$ cat config.mk
export PLATFORM = sky130hd
export DESIGN_NAME = uart_rx_oversampler
export DESIGN_NICKNAME = d
export VERILOG_FILES = /design/src/rtl/uart_rx_oversampler.sv
export SDC_FILE = /design/constraint.sdc
export NUM_CORES = 1
export LEC_CHECK = 0
export CAP_MARGIN = 40
export CORE_MARGIN = 1.5
export CORE_UTILIZATION = 54
export DETAILED_ROUTE_END_ITERATION = 7
export GPL_TIMING_DRIVEN = 0
export PLACE_DENSITY = 0.86
export SYNTH_ARGS = -nofsm -noshare
export SYNTH_HDL_FRONTEND = slang
export SYNTH_SLANG_ARGS = --single-unit
$ cat constraint.sdc
create_clock -name CLK -period 3.75 [get_ports CLK]
set_clock_uncertainty 0.2 [all_clocks]
set_input_delay 0.5625 -clock CLK [delete_from_list [all_inputs] [get_ports CLK]]
set_output_delay 0.5625 -clock CLK [all_outputs]
set_load 0.01 [all_outputs]
$ cat src/rtl/uart_rx_oversampler.sv
// uart_rx_oversampler
// Oversampling front end for the UART receiver. Synchronises RX_IN, takes
// NUM_SAMPLES samples centred on the middle of each bit period (positions
// derived from Prescale and the shared edge counter), majority-votes them and
// emits a one-cycle result strobe together with a noise flag.

module uart_rx_oversampler #(
  parameter int PRESCALE_W  = 6,
  parameter int NUM_SAMPLES = 3,
  parameter int SYNC_STAGES = 2
) (
  input  logic                  CLK,
  input  logic                  RST,
  input  logic                  RX_IN,
  input  logic [PRESCALE_W-1:0] Prescale,
  input  logic                  dat_samp_en,
  input  logic [PRESCALE_W-1:0] edge_cnt,
  output logic                  sampled_bit,
  output logic                  samp_valid,
  output logic                  noise_err,
  output logic                  cfg_err
);

  localparam int WW     = PRESCALE_W + 1;
  localparam int H      = (NUM_SAMPLES - 1) / 2;
  localparam int IDX_W  = (NUM_SAMPLES > 1) ? $clog2(NUM_SAMPLES) : 1;
  localparam int ONES_W = $clog2(NUM_SAMPLES + 1);

  // Reject sample counts that have no clean majority or exceed the supported range
  if ((NUM_SAMPLES < 1) || (NUM_SAMPLES > 7) || ((NUM_SAMPLES % 2) == 0)) begin : g_bad_samples
    $error("uart_rx_oversampler: NUM_SAMPLES must be odd and in 1..7");
  end
  if ((SYNC_STAGES < 2) || (SYNC_STAGES > 3)) begin : g_bad_sync
    $error("uart_rx_oversampler: SYNC_STAGES must be 2 or 3");
  end

  typedef enum logic {S_IDLE, S_COLLECT} state_t;

  state_t              r_state;
  state_t              w_nextState;
  logic [IDX_W-1:0]    r_idx;
  logic [IDX_W-1:0]    w_nextIdx;
  logic [ONES_W-1:0]   r_ones;
  logic [ONES_W-1:0]   w_nextOnes;
  logic                r_done;
  logic [SYNC_STAGES-1:0] r_sync;

  logic                w_rxS;
  logic [WW-1:0]       w_prescale;
  logic [WW-1:0]       w_center;
  logic [WW-1:0]       w_start;
  logic [WW-1:0]       w_last;
  logic [WW-1:0]       w_target;
  logic [WW-1:0]       w_edge;
  logic                w_legal;
  logic                w_isLast;
  logic                w_abort;
  logic                w_take;
  logic                w_resolve;
  logic [ONES_W-1:0]   w_total;
  logic                w_bit;
  logic                w_noise;

  // Window arithmetic is done one bit wider than Prescale so nothing wraps
  assign w_rxS      = r_sync[SYNC_STAGES-1];
  assign w_prescale = {1'b0, Prescale};
  assign w_edge     = {1'b0, edge_cnt};
  assign w_center   = w_prescale >> 1;
  assign w_start    = w_center - WW'(H);
  assign w_last     = w_center + WW'(H);
  assign w_legal    = (w_center >= WW'(H)) && (w_last < w_prescale);
  assign w_target   = w_start + WW'(r_idx);
  assign w_isLast   = (r_idx == IDX_W'(NUM_SAMPLES - 1));

  // A partial bit is dropped when sampling is disabled, the window becomes
  // illegal, a new bit starts, or the counter jumped past the next position
  assign w_abort = (r_state == S_COLLECT) &&
                   (!dat_samp_en || !w_legal || (w_edge == '0) || (w_edge > w_target));

  // r_done stops a stalled edge counter from re-triggering a freshly resolved window
  assign w_take  = dat_samp_en && w_legal && (w_edge == w_target) && !w_abort &&
                   !((r_state == S_IDLE) && r_done);

  // Two-flop (or three-flop) synchroniser, idling at mark level
  always_ff @(posedge CLK or negedge RST) begin
    if (!RST) r_sync <= '1;
    else      r_sync <= {r_sync[SYNC_STAGES-2:0], RX_IN};
  end

  // State register: FSM state, sample index, ones accumulator and resolve latch
  always_ff @(posedge CLK or negedge RST) begin
    if (!RST) begin
      r_state <= S_IDLE;
      r_idx   <= '0;
      r_ones  <= '0;
      r_done  <= 1'b0;
    end else begin
      r_state <= w_nextState;
      r_idx   <= w_nextIdx;
      r_ones  <= w_nextOnes;
      if (w_resolve)            r_done <= 1'b1;
      else if (w_edge != w_last) r_done <= 1'b0;
    end
  end

  // Next-state logic: aborts and resolutions return to IDLE, captures advance idx
  always_comb begin
    w_nextState = r_state;
    w_nextIdx   = r_idx;
    w_nextOnes  = r_ones;
    if (w_abort || w_resolve) begin
      w_nextState = S_IDLE;
      w_nextIdx   = '0;
      w_nextOnes  = '0;
    end else if (w_take) begin
      w_nextState = S_COLLECT;
      w_nextIdx   = r_idx + IDX_W'(1);
      w_nextOnes  = w_total;
    end
  end

  // Output decode: the last capture of a window produces the vote and noise flag
  always_comb begin
    w_total   = r_ones + ONES_W'(w_rxS);
    w_resolve = w_take && w_isLast;
    w_bit     = (w_total > ONES_W'(H));
    w_noise   = (w_total != '0) && (w_total != ONES_W'(NUM_SAMPLES));
  end

  // Registered results: held between strobes; cfg_err tracks the window check
  always_ff @(posedge CLK or negedge RST) begin
    if (!RST) begin
      sampled_bit <= 1'b1;
      samp_valid  <= 1'b0;
      noise_err   <= 1'b0;
      cfg_err     <= 1'b0;
    end else begin
      samp_valid <= w_resolve;
      cfg_err    <= ~w_legal;
      if (w_resolve) begin
        sampled_bit <= w_bit;
        noise_err   <= w_noise;
      end
    end
  end

endmodule
==> flow_metrics.tcl, run 1 <==
set metrics [dict create \
    crit_arrival_ps 3660 \
    pre_cts_ws_ps -973 \
    drv_slew 0 \
    max_slew.worst_pin.slew_ps 550 \
    design_area_sq_um 1760 \
    maxCapViolCount 0 \
    setup_ws_ps 97.3 \
    cp-end-kind "flop" \
    clkPwrFrac_pct 19.1 \
    drt_iter0_markers 19 \
    crit_slowest_cell "or4_4" \
    ys.warnings.count 0 \
    die_width_um 51.7 \
    r2r-end "r_state" \
    netlist.area_leader.share_pct 17.6 \
    drive_gt1_share_pct 29.4 \
    n_fill_cell 147 \
    hold_viol_final 0 \
    relSlewSlack_pct 62.9 \
    grtUsageTotal_pct 27.3 \
    critPathMostFrequentCell "or4_4" \
    ys_types 46 \
    ant_nets 0 \
    num_rows 17 \
    required_ps 3760 \
    top_level_ports 20 \
    first_pass_iters 6 \
    nets 203 \
    via_per_inst 5.94 \
    die-height_um 51.7 \
    path_delay_family "simple AND/OR/NAND/NOR gates" \
    hold_class "flop to flop" \
    coreArea_sq_um 2230 \
    worstPathMaxFanout 10 \
    fmax_mhz 274 \
    ys_top_cells_by_area "dfrtp_1, ha_1, xnor2_1" \
    seq_area_frac_synth_pct 23.7 \
    initial_utilization_pct 57.4 \
    area_growth_pct 37.6 \
    finalCriticalPeriod_ps 3650 \
    antennaDiodeCount 0 \
    synth-edff-count 0 \
    synth-seq-cells 12 \
    critical_path_class "input pin to flop" \
    root_buffer "clkbuf_4" \
    grt-ovfl-total 0 \
    dpl.hpwl_mm 2.38 \
    path_cells "clkdlybuf4s50_1 -> buf_6 -> and2_1 -> and3_1 -> ha_1 -> nor4b_1 -> or4_4 -> or4_4 -> mux2_4 -> nor2_2" \
    async_flop_share_pct 100 \
    outcome "completed" \
    total_power_mw 0.538 \
    dr_total_vias 1177 \
    endpoint "r_state" \
    antenna_found_initial 0 \
    p_per_area_nw_per_um2 305 \
    dpl_cell_area_sq_um 1510 \
    wl_per_cell_um 16.6 \
    syn_nets 172 \
    critPathMaxStageDelay_ps 580 \
    p_int_mw 0.331 \
    clock-sinks 12 \
    cts_tree "done" \
    setup_tns_ps 0 \
    synth_top_cell_by_area "dfrtp_1" \
    clk_pin_slew_worst_paths_ps 80 \
    cts_buffer_depth 2 \
    period_share_pct 97.4 \
    syn_inst 140 \
    grt_pass1_vias 1221 \
    setup_viol 0 \
    cts_buffers 3 \
    p_sw_share_pct 38.5 \
    drt-total-wl_mm 3.28 \
    die-area_sq_um 2670 \
    route.detailed.drc 0 \
    gp_congestion 0.838 \
    grt_max_degree 13 \
    mostFrequentLayoutCell "clkdlybuf4s50_1" \
    rsz0062_at_grt "no" \
    syn_area_sq_um 1280 \
    rr_worst_depth 13 \
    avgSynthCellArea_sq_um 9.15 \
    p_sw_mw 0.207 \
    worst_skew_pair.late_latency_ps 270 \
    reg2reg_from "r_idx[0]" \
    worstSetupStartpoint "Prescale[4]" \
    mostFrequentLayoutCells "clkdlybuf4s50_1, inv_1, ha_1" \
    cp_num_buf_inv 2 \
    worst-path-stages 10 \
    grt_pass1_wl_mm 5.45 \
    sequentialPowerShare_pct 31.8 \
    htree_levels 1 \
    synthFlopType "dfrtp_1" \
    io_buffer_count 18 \
    combPwrFrac_pct 49.2 \
    ir_drop_mv 0.228 \
    cp-start-kind "input pin" \
    reg2reg_slack_ps 310 \
    power_leakage_nw 0.737 \
]
==> per-stage QoR <==
stage          cells  hold WS [ps]  util [%]
4_1_cts          197           173      74.8
3_3_place_gp     186           146      67.5
5_1_grt          198           185      78.9
6_report         198           182      78.9
3_5_place_dp     186           160      67.5
2_1_floorplan    140          66.9         -
==> power groups by stage <==
stage	logic, mW	registers [mW]	clock network [mW]
after floorplan	0.152	0.164	0
after global placement	0.198	0.167	0
after detailed placement	0.209	0.170	0
after CTS	0.234	0.168	0.104
after global routing	0.292	0.173	0.110
final	0.264	0.171	0.103
==> synth_stat cells (all sizes together) (4+ instances only) <==
| cell | instances |
|---|---|
| inv | 15 |
| o21ai | 4 |
| xor2 | 4 |
| ha | 15 |
| a21oi | 6 |
| mux2i | 5 |
| dfrtp | 9 |
| nand3 | 5 |
| nor3 | 5 |
| xnor2 | 10 |
| nor2 | 11 |
| nand2 | 5 |
==> cell type report <==
type	instances	area (sq um)	share of cell area, %
Inverter	15	58.8	3.34
Sequential cell	12	304	17.2
Buffer	4	41.3	2.34
Tap cell	28	35.0	1.99
Multi-Input combinational cell	109	1050	59.7
Clock buffer	4	36.3	2.06
Timing Repair Buffer	26	235	13.3
==> worst min-delay path by stage <==
stage	startpoint	to	slack, ps	depth (start not counted)
6_report	r_sync[0]	r_sync[1]	180	0
5_1_grt	r_sync[0]	r_sync[1]	190	0
4_1_cts	r_sync[0]	r_sync[1]	170	0
3_5_place_dp	r_sync[0]	r_sync[1]	160	0
3_3_place_gp	r_sync[0]	r_sync[1]	150	0
2_1_floorplan	RST	cfg_err	70	0
==> sequential cells by signal, indices dropped and copies added, names as in the netlist <==
register     flops
r_done           1
cfg_err          1
r_sync           2
r_idx            2
r_state          1
samp_valid       1
r_ones           2
sampled_bit      1
noise_err        1
==> per-layer routing <==
layer  vias to the layer above  wire, um  global-route usage (%)
li1                        563         -                       -
met1                       566      1300                    29.6
met2                        39      1780                    54.3
met3                         9       116                    3.45
met4                         0        76                    7.89
met5                         -         0                       0
==> kinds of logic after synthesis <==
group	share of synthesized area [%]
and+or+nand+nor	25.3
AOI/OAI and AO/OA	12.9
DFF	23.7
xor gates and xnor gates	9.57
adders and majority gates	16.2
muxes	5.96
buffers and inverters	6.35
==> what timing repair did <==
item / in CTS / in global routing
setup endpoints to repair: 9 / 9
pin swaps: 13 / 15
resized for setup: 21 / 21
hold buffers: 0 / 0
setup buffers: 7 / 1
(Power assumes the default switching activity.)
==> inputs of run 2 (changes only) <==
CAP_MARGIN = 25   (was 40)
SLEW_MARGIN = 20   (was not set)
==> results of run 2 <==
Same layout as run 1: the final DEF is identical, and so are final timing and power.
